[config.mk]
export PLATFORM = sky130hd
export DESIGN_NAME = multicycle_control
export DESIGN_NICKNAME = d
export VERILOG_FILES = /design/src/rtl/multicycle_control.sv
export SDC_FILE = /design/constraint.sdc
export NUM_CORES = 1
export LEC_CHECK = 0
export CAP_MARGIN = 0
export CORE_UTILIZATION = 48
export CTS_BUF_LIST = sky130_fd_sc_hd__clkbuf_4 sky130_fd_sc_hd__clkbuf_8
export CTS_CLUSTER_SIZE = 14
export DETAILED_ROUTE_END_ITERATION = 6
export PLACE_DENSITY_LB_ADDON = 0.2
export SYNTH_ARGS = -nofsm -noshare
export SYNTH_HDL_FRONTEND = slang
export SYNTH_SLANG_ARGS = --single-unit
export TNS_END_PERCENT = 100
[constraint.sdc]
create_clock -name clk -period 2.5 [get_ports clk]
set_input_delay 0.625 -clock clk [delete_from_list [all_inputs] [get_ports clk]]
set_output_delay 0.625 -clock clk [all_outputs]
set_load 0.02 [all_outputs]
[src/rtl/multicycle_control.sv]
// Multicycle MIPS-subset control FSM: per-state datapath controls,
// illegal-instruction pulse and retired-instruction counter.
module multicycle_control (
    input  logic        clk,
    input  logic        reset,
    input  logic [5:0]  opcode,
    input  logic [5:0]  funct,
    input  logic        zero,
    output logic [3:0]  ALU_control,
    output logic        ALUSrcA,
    output logic [1:0]  ALUSrcB,
    output logic        PCWrite,
    output logic [1:0]  PCSource,
    output logic        IorD,
    output logic        MemRead,
    output logic        MemWrite,
    output logic        IRWrite,
    output logic        RegDst,
    output logic        MemtoReg,
    output logic        RegWrite,
    output logic [3:0]  state,
    output logic        illegal,
    output logic [31:0] instr_count
);

    typedef enum logic [3:0] {
        FETCH  = 4'd0,
        DECODE = 4'd1,
        MEMADR = 4'd2,
        MEMRD  = 4'd3,
        MEMWB  = 4'd4,
        MEMWR  = 4'd5,
        EXEC   = 4'd6,
        ALUWB  = 4'd7,
        BRANCH = 4'd8,
        JUMP   = 4'd9,
        ADDIEX = 4'd10,
        ADDIWB = 4'd11
    } state_t;

    state_t cur, nxt;

    logic op_lw, op_sw, op_r, op_beq, op_bne, op_j, op_addi;
    logic pc_w, mem_w, ir_w, reg_w, ill;
    logic retire;

    assign op_lw   = (opcode == 6'b100011);
    assign op_sw   = (opcode == 6'b101011);
    assign op_r    = (opcode == 6'b000000);
    assign op_beq  = (opcode == 6'b000100);
    assign op_bne  = (opcode == 6'b000101);
    assign op_j    = (opcode == 6'b000010);
    assign op_addi = (opcode == 6'b001000);

    always_ff @(posedge clk) begin
        if (reset) cur <= FETCH;
        else       cur <= nxt;
    end

    // Every terminal state returns to FETCH, so leaving one retires.
    always_comb begin
        unique case (cur)
            MEMWB, MEMWR, ALUWB,
            BRANCH, JUMP, ADDIWB: retire = ~reset;
            default:              retire = 1'b0;
        endcase
    end

    always_ff @(posedge clk) begin
        if (reset)       instr_count <= 32'd0;
        else if (retire) instr_count <= instr_count + 32'd1;
    end

    always_comb begin
        nxt         = FETCH;
        ALU_control = 4'b0010;
        ALUSrcA     = 1'b0;
        ALUSrcB     = 2'b00;
        PCSource    = 2'b00;
        IorD        = 1'b0;
        MemRead     = 1'b0;
        RegDst      = 1'b0;
        MemtoReg    = 1'b0;
        pc_w        = 1'b0;
        mem_w       = 1'b0;
        ir_w        = 1'b0;
        reg_w       = 1'b0;
        ill         = 1'b0;
        unique case (cur)
            FETCH: begin
                MemRead = 1'b1;
                ir_w    = 1'b1;
                pc_w    = 1'b1;
                ALUSrcB = 2'b01;
                nxt     = DECODE;
            end
            DECODE: begin
                ALUSrcB = 2'b11;
                unique case (1'b1)
                    op_lw, op_sw:   nxt = MEMADR;
                    op_r:           nxt = EXEC;
                    op_beq, op_bne: nxt = BRANCH;
                    op_j:           nxt = JUMP;
                    op_addi:        nxt = ADDIEX;
                    default: begin
                        nxt = FETCH;
                        ill = 1'b1;
                    end
                endcase
            end
            MEMADR: begin
                ALUSrcA = 1'b1;
                ALUSrcB = 2'b10;
                nxt     = op_sw ? MEMWR : MEMRD;
            end
            MEMRD: begin
                MemRead = 1'b1;
                IorD    = 1'b1;
                nxt     = MEMWB;
            end
            MEMWB: begin
                reg_w    = 1'b1;
                MemtoReg = 1'b1;
            end
            MEMWR: begin
                mem_w = 1'b1;
                IorD  = 1'b1;
            end
            EXEC: begin
                ALUSrcA = 1'b1;
                nxt     = ALUWB;
                case (funct)
                    6'b100000: ALU_control = 4'b0010;
                    6'b100010: ALU_control = 4'b0110;
                    6'b100100: ALU_control = 4'b0000;
                    6'b100101: ALU_control = 4'b0001;
                    6'b101010: ALU_control = 4'b0111;
                    default:   ill = 1'b1;
                endcase
            end
            ALUWB: begin
                reg_w  = 1'b1;
                RegDst = 1'b1;
            end
            BRANCH: begin
                ALUSrcA     = 1'b1;
                ALU_control = 4'b0110;
                PCSource    = 2'b01;
                pc_w        = (op_beq & zero) | (op_bne & ~zero);
            end
            JUMP: begin
                pc_w     = 1'b1;
                PCSource = 2'b10;
            end
            ADDIEX: begin
                ALUSrcA = 1'b1;
                ALUSrcB = 2'b10;
                nxt     = ADDIWB;
            end
            ADDIWB: reg_w = 1'b1;
            default: nxt = FETCH;
        endcase
    end

    // Write enables and the illegal pulse are suppressed during reset.
    assign PCWrite  = pc_w  & ~reset;
    assign MemWrite = mem_w & ~reset;
    assign IRWrite  = ir_w  & ~reset;
    assign RegWrite = reg_w & ~reset;
    assign illegal  = ill   & ~reset;
    assign state    = cur;

endmodule
==> results.json, run 1 <==
{
  "syn_area_um2": 2125,
  "internal_power_w": 0.001000,
  "gp_congestion": 0.8857,
  "cp_max_fo": 2,
  "dieArea_um2": 4696,
  "arrival_ps": 1940,
  "hold_viol_final": 0,
  "clkTransAtPathRegs_ps": 70,
  "post-route-cell-area_um2": 3253,
  "synth-seq-area-share": 0.3392,
  "die_x_um": 68.53,
  "viasPerCell": 5.578,
  "cp_cell_sequence": "buf_2 -> or4b_4 -> or4b_4 -> buf_6",
  "rsz0062_at_grt": "true",
  "fin_skew_ps": 7.770,
  "crit_path_end_kind": "output pin",
  "synth_simple_gate_area_frac": 0.4034,
  "grt_pass1_vias": 2054,
  "switching_share": 0.2195,
  "vdd_drop_max_mv": 0.3254,
  "fin_crit_ps": 2566,
  "syn-num-nets": 279,
  "dp_hpwl_mm": 4.206,
  "start_kind": "input port",
  "cp.required_ps": 1880,
  "syn_to_final_growth_pct": 53.12,
  "power_density_nw_per_um2": 393.8,
  "htreeDepth": 2,
  "setup_slack_ps": -65.60,
  "synthAdderAreaFrac": 0.005889,
  "nets": 377,
  "clk_latency_ps": 290,
  "port_buffers": 67,
  "path_buf_inv": 2,
  "p_sw_w": 0.0002812,
  "p_leak_nw": 1.260,
  "maxCapViolations": 0,
  "cts_hold_buffers": 0,
  "outcome": "finished, violations left",
  "row_count": 23,
  "final.period_utilization": 1.026,
  "cts_buffers": 5,
  "io_pins": 69,
  "path_class": "in -> out",
  "yosysUniqueCellTypes": 45,
  "grt_max_degree": 28,
  "ys_async_sr_fraction": 0,
  "maxSlewViolCount": 0,
  "grt_usage": 0.2532,
  "diodes": 0,
  "core_area_um2": 4115,
  "cp_slowest_cell": "or4b_4",
  "synth_top_family_by_area": "simple AND/OR/NAND/NOR gates",
  "wl_mm": 5.818,
  "dominantRegCellSynth": "dfxtp_1",
  "wl_per_cell_um": 14.12,
  "drc": 0,
  "cts_tree": "done",
  "drt_iter0_markers": 119,
  "fin_util": 0.7905,
  "crit_path_max_incr_delay_ps": 550,
  "hold_path.class": "reg -> reg",
  "clock-root-buffer": "clkbuf_8",
  "synth_compound_area_frac": 0.05124,
  "die_y_um": 68.53,
  "drive_gt1_frac": 0.2238,
  "pwr-share-seq": 0.450,
  "antenna_found_initial": 0,
  "dpl.cell_count": 403,
  "synthCells": 263,
  "fmax_mhz": 389.8,
  "cts.sinks": 36,
  "p_comb_frac": 0.115,
  "synth_seq_cells": 36,
  "start_util": 0.5163,
  "yosys_warnings": 0,
  "synth_xor_area_frac": 0.1402,
  "clkPwrFrac": 0.435,
  "clock_path_buffers": 2,
  "path_common_cell": "or4b_4",
  "synthMuxAreaShare": 0.01472,
  "p_total_w": 0.001281,
  "dr.pass1.iters": 4,
  "ant_nets": 0,
  "critPathTopFamily": "simple AND/OR/NAND/NOR gates",
  "violations": "negative setup slack",
  "routed-via-count": 2298,
  "setup_viol": 1,
  "grt_overflow": 0,
  "dpl-instance-area_um2": 3067,
  "grt_pass1_wl_mm": 8.873,
  "synth_edf_count": 0,
  "layout_common_cells": "nor2_1, clkdlybuf4s50_1, buf_4",
  "final_common_cell": "nor2_1",
  "dp_slack_ps": -760.1,
  "final-instance-count-excl-fill": 412,
  "syn_avg_cell_area_um2": 8.078
}
layout make-up:
type	instances	area [µm²]
multi-input cells	208	1378
repair buffers	105	944.7
fillers	310	862.1
flip-flops and latches	36	723.2
clock buffers	7	96.34
well taps	50	62.56
clock inverters	1	30.03
inverters	5	18.77
power groups by stage:
stage	clock network [W]	registers [W]	logic, W
after floorplan	0	0.000594	0.0000609
after global placement	0	0.000589	0.000145
after detailed placement	0	0.000589	0.000146
after CTS	0.000563	0.000576	0.000148
after global routing	0.000586	0.000577	0.000157
final	0.000557	0.000577	0.000147
sequential cells by signal (all words and copies together), names as in the netlist:
| register | count |
|---|---|
| instr_count | 32 |
| state | 4 |
worst min-delay path, delay by kind of cell, from the launching register on:
family	cells	cell delay [ps]
DFF	1	340
AOI/OAI and AO/OA	2	140
timing repair:
action,in CTS,in global routing
gates resized for setup,69,7
pin swaps,6,2
setup endpoints to repair,9,6
setup buffers,1,0
per-layer routing:
layer  up-vias  share of wire  GRT usage
met5         -              0          0
met4         0          0.021    0.09896
met3        15          0.053    0.04770
met2        81           0.50     0.4583
met1      1075           0.42     0.2901
li1       1127              -          -
cells by family (layout without fill, tap and decap cells):
group | Yosys count | count (layout)
AND/OR/NAND/NOR | 153 | 153
flip-flops | 36 | 36
XOR/XNOR | 34 | 34
buffers and inverters | 19 | 118
AO/OA/AOI/OAI | 16 | 16
multiplexers | 3 | 3
adder cells (fa/ha/maj) | 1 | 1
other | 1 | 1
cell usage after synthesis, types with 2 or more instances:
master     n  area [µm²]
nor2_1    49       183.9
dfxtp_1   36       720.7
xnor2_1   19       166.4
nand2_1   16       60.06
nor3_1    15       75.07
xor2_1    15       131.4
nand3_1   14       70.07
nand4_1   14       87.58
clkbuf_1   7       26.28
nor4_2     7       87.58
a21oi_1    5       25.02
inv_1      5       18.77
nor4_1     5       31.28
nand2b_1   4       25.02
a31oi_1    3       18.77
and3_1     3       18.77
and4_1     3       26.28
nor3b_1    3       22.52
nor4b_1    3       26.28
or4_1      3       22.52
and2_1     2       12.51
buf_1      2       7.510
buf_2      2       10.01
buf_6      2       22.52
mux2i_1    2       20.02
nor2b_1    2       12.51
or2_2      2       12.51
or3_1      2       12.51
or4b_1     2       20.02
final timing paths:
| check | end | slack, ps | cells after the start | from |
|---|---|---|---|---|
| min reg2reg | instr_count[26]$_SDFFE_PP0P_ | 530 | 2 | instr_count[26]$_SDFFE_PP0P_ |
| max | ALU_control[1] | -70 | 4 | funct[4] |
| min | instr_count[26]$_SDFFE_PP0P_ | 530 | 2 | instr_count[26]$_SDFFE_PP0P_ |
| max reg2reg | instr_count[17]$_SDFFE_PP0P_ | 480 | 7 | state[2]$_SDFF_PP0_ |
metrics by stage:
stage / hold WS, ps / setup TNS [ps]
2_1_floorplan: 563.1 / 0
5_1_grt: 527.5 / -132.4
6_report: 528.1 / -65.60
4_1_cts: 521.9 / -81.53
3_5_place_dp: 511.7 / -8038
3_3_place_gp: 479.1 / -6997
Power figures use the tool's default switching activity.
==> inputs of run 2 (changes only) <==
--- a/config.mk
+++ b/config.mk
@@ -5,7 +5,7 @@
 export SDC_FILE = /design/constraint.sdc
 export NUM_CORES = 1
 export LEC_CHECK = 0
-export CAP_MARGIN = 0
+export CAP_MARGIN = 20
 export CORE_UTILIZATION = 48
 export CTS_BUF_LIST = sky130_fd_sc_hd__clkbuf_4 sky130_fd_sc_hd__clkbuf_8
 export CTS_CLUSTER_SIZE = 14
==> results of run 2 <==
Final layout, timing and power as in run 1 (identical DEF).
==> inputs of run 3 (changes only) <==
--- a/config.mk
+++ b/config.mk
@@ -5,12 +5,12 @@
 export SDC_FILE = /design/constraint.sdc
 export NUM_CORES = 1
 export LEC_CHECK = 0
-export CAP_MARGIN = 20
 export CORE_UTILIZATION = 48
 export CTS_BUF_LIST = sky130_fd_sc_hd__clkbuf_4 sky130_fd_sc_hd__clkbuf_8
 export CTS_CLUSTER_SIZE = 14
 export DETAILED_ROUTE_END_ITERATION = 6
 export PLACE_DENSITY_LB_ADDON = 0.2
+export SKIP_LAST_GASP = 1
 export SYNTH_ARGS = -nofsm -noshare
 export SYNTH_HDL_FRONTEND = slang
 export SYNTH_SLANG_ARGS = --single-unit
==> run 3 against run 2 <==
Compared with the run above:
- the run still ends with negative setup slack left
- sequential power about the same
- global-route usage down 0.14 points
- clock power about the same
- register-to-register slack worse by 100 ps
- sequential share of layout area down 0.17 points
- combinational power up 3%
- cell count unchanged
- via count up 0.13%
- utilization up 0.61 points
- die area unchanged
- worst setup slack worse by 4.7 ps
- largest power group unchanged
==> results.json, run 3 (synthesis gave the netlist of run 1 again) <==
{
  "clkTransAtPathRegs_ps": 70,
  "regMostFlops": "instr_count",
  "setup_slack_ps": -70.30,
  "arrival_ps": 1950,
  "io_pins": 69,
  "dr.pass1.iters": 4,
  "maxCapViolations": 0,
  "syn_to_final_growth_pct": 54.30,
  "core_area_um2": 4115,
  "num-fill-cells": 306,
  "use_met2": 0.4534,
  "drive_gt1_frac": 0.2265,
  "cts.sinks": 36,
  "grt_overflow": 0,
  "crit_path_max_incr_delay_ps": 510,
  "diodes": 0,
  "p_leak_nw": 1.254,
  "violations": "negative setup slack",
  "vdd_drop_max_mv": 0.3224,
  "cp_slowest_cell": "or4b_4",
  "grt_pass1_vias": 2046,
  "nets": 377,
  "largest_reg_flops": 32,
  "ant_nets": 0,
  "critPathTopFamily": "simple AND/OR/NAND/NOR gates",
  "path_buf_inv": 2,
  "routed-via-count": 2301,
  "clock_path_buffers": 2,
  "rrSetupSlack_ps": 380,
  "gp_congestion": 0.8857,
  "fmax_mhz": 389.1,
  "layout_common_cells": "nor2_1, clkdlybuf4s50_1, buf_4",
  "clk_latency_ps": 290,
  "viasPerCell": 5.585,
  "p_total_w": 0.001283,
  "die_x_um": 68.53,
  "top_usage_layer": "met2",
  "cts_hold_buffers": 0,
  "multi_input_area_um2": 1400,
  "dieArea_um2": 4696,
  "dp_slack_ps": -760.1,
  "cp.required_ps": 1880,
  "grt_use_met3": 0.04770,
  "port_buffers": 67,
  "hold_depth": 2,
  "htreeDepth": 2,
  "dp_hpwl_mm": 4.206,
  "dpl.cell_count": 403,
  "final-instance-count-excl-fill": 412,
  "grt_usage": 0.2518,
  "antenna_found_initial": 0,
  "seq_area_um2": 723.2,
  "fin_crit_ps": 2570,
  "crit_path_end_kind": "output pin",
  "grt_pass1_wl_mm": 8.832,
  "path_class": "in -> out",
  "cts_tree": "done",
  "outcome": "finished, violations left",
  "hold_viol_final": 0,
  "cp_max_fo": 2,
  "path_common_cell": "or4b_4",
  "start_util": 0.5163,
  "use_met1": 0.2901,
  "start_kind": "input port",
  "row_count": 23,
  "fin_hold_ws_ps": 528.7,
  "wl_mm": 5.898,
  "drc": 0,
  "setup_viol": 1,
  "maxSlewViolCount": 0,
  "hold_path.class": "reg -> reg",
  "final_common_cell": "nor2_1",
  "clock-root-buffer": "clkbuf_8",
  "die_y_um": 68.53,
  "cts_buffers": 5,
  "cp_cell_sequence": "clkdlybuf4s15_1 -> or4b_4 -> or4b_4 -> buf_6",
  "power_density_nw_per_um2": 391.5,
  "ff2ff_path_depth": 7,
  "final.period_utilization": 1.028,
  "fin_skew_ps": 7.404,
  "grt_max_degree": 28,
  "wl_per_cell_um": 14.32,
  "rsz0062_at_grt": "true",
  "drt_iter0_markers": 126,
  "cp.depth": 4
}
[run 3: report_power, final]
part           switching [W]  internal [W]  total, W
Sequential        0.00000151      0.000575  0.000577
Clock               0.000204      0.000352  0.000556
Combinational      0.0000763     0.0000744  0.000151
[run 3: layout make-up]
class / instances / share of cell area
clock buffer: 7 / 0.02939
clock inverter: 1 / 0.009160
tap: 50 / 0.01908
timing repair buffer: 105 / 0.2889
sequential: 36 / 0.2206
multi-input combinational: 208 / 0.4271
inverter: 5 / 0.005725
[run 3: worst reg2reg max path: stages, from the launching register on]
cell and delay, ps:
dfxtp_1 380, buf_4 220, xor2_1 220, buf_4 170, nand4_1 370, nor4_1 450
xnor2_1 160, nor2_1 50
[run 3: worst paths after layout]
kind	to	start
worst max-delay path	ALU_control[1]	funct[5]
worst min-delay path	instr_count[26]$_SDFFE_PP0P_	instr_count[26]$_SDFFE_PP0P_
worst max register to register	instr_count[17]$_SDFFE_PP0P_	state[2]$_SDFF_PP0_
worst min register to register	instr_count[26]$_SDFFE_PP0P_	instr_count[26]$_SDFFE_PP0P_
[run 3: metal layers]
| metal | routed length (µm) | share of wire | vias to the layer above |
|---|---|---|---|
| met5 | 0 | 0 | - |
| met4 | 121 | 0.021 | 0 |
| met3 | 273 | 0.046 | 15 |
| met2 | 3030 | 0.51 | 78 |
| met1 | 2472 | 0.42 | 1080 |
| li1 | - | - | 1128 |
[run 3: metrics by stage]
| step | utilization | setup TNS [ps] | cell area, µm² |
|---|---|---|---|
| CTS | 0.7890 | -211.3 | 3247 |
| floorplan | - | 0 | 2130 |
| global placement | 0.7452 | -6997 | 3067 |
| finish | 0.7966 | -70.30 | 3278 |
| detailed placement | 0.7452 | -8038 | 3067 |
| global route | 0.7966 | -117.0 | 3278 |
[run 3: repair_timing]
| action | in CTS | in global routing |
|---|---|---|
| pin swaps | 6 | 3 |
| setup endpoints to repair | 9 | 6 |
| gates cloned | 0 | 0 |
| buffers inserted | 1 | 0 |
| gates resized for setup | 63 | 13 |
| hold endpoints to repair | 0 | 0 |
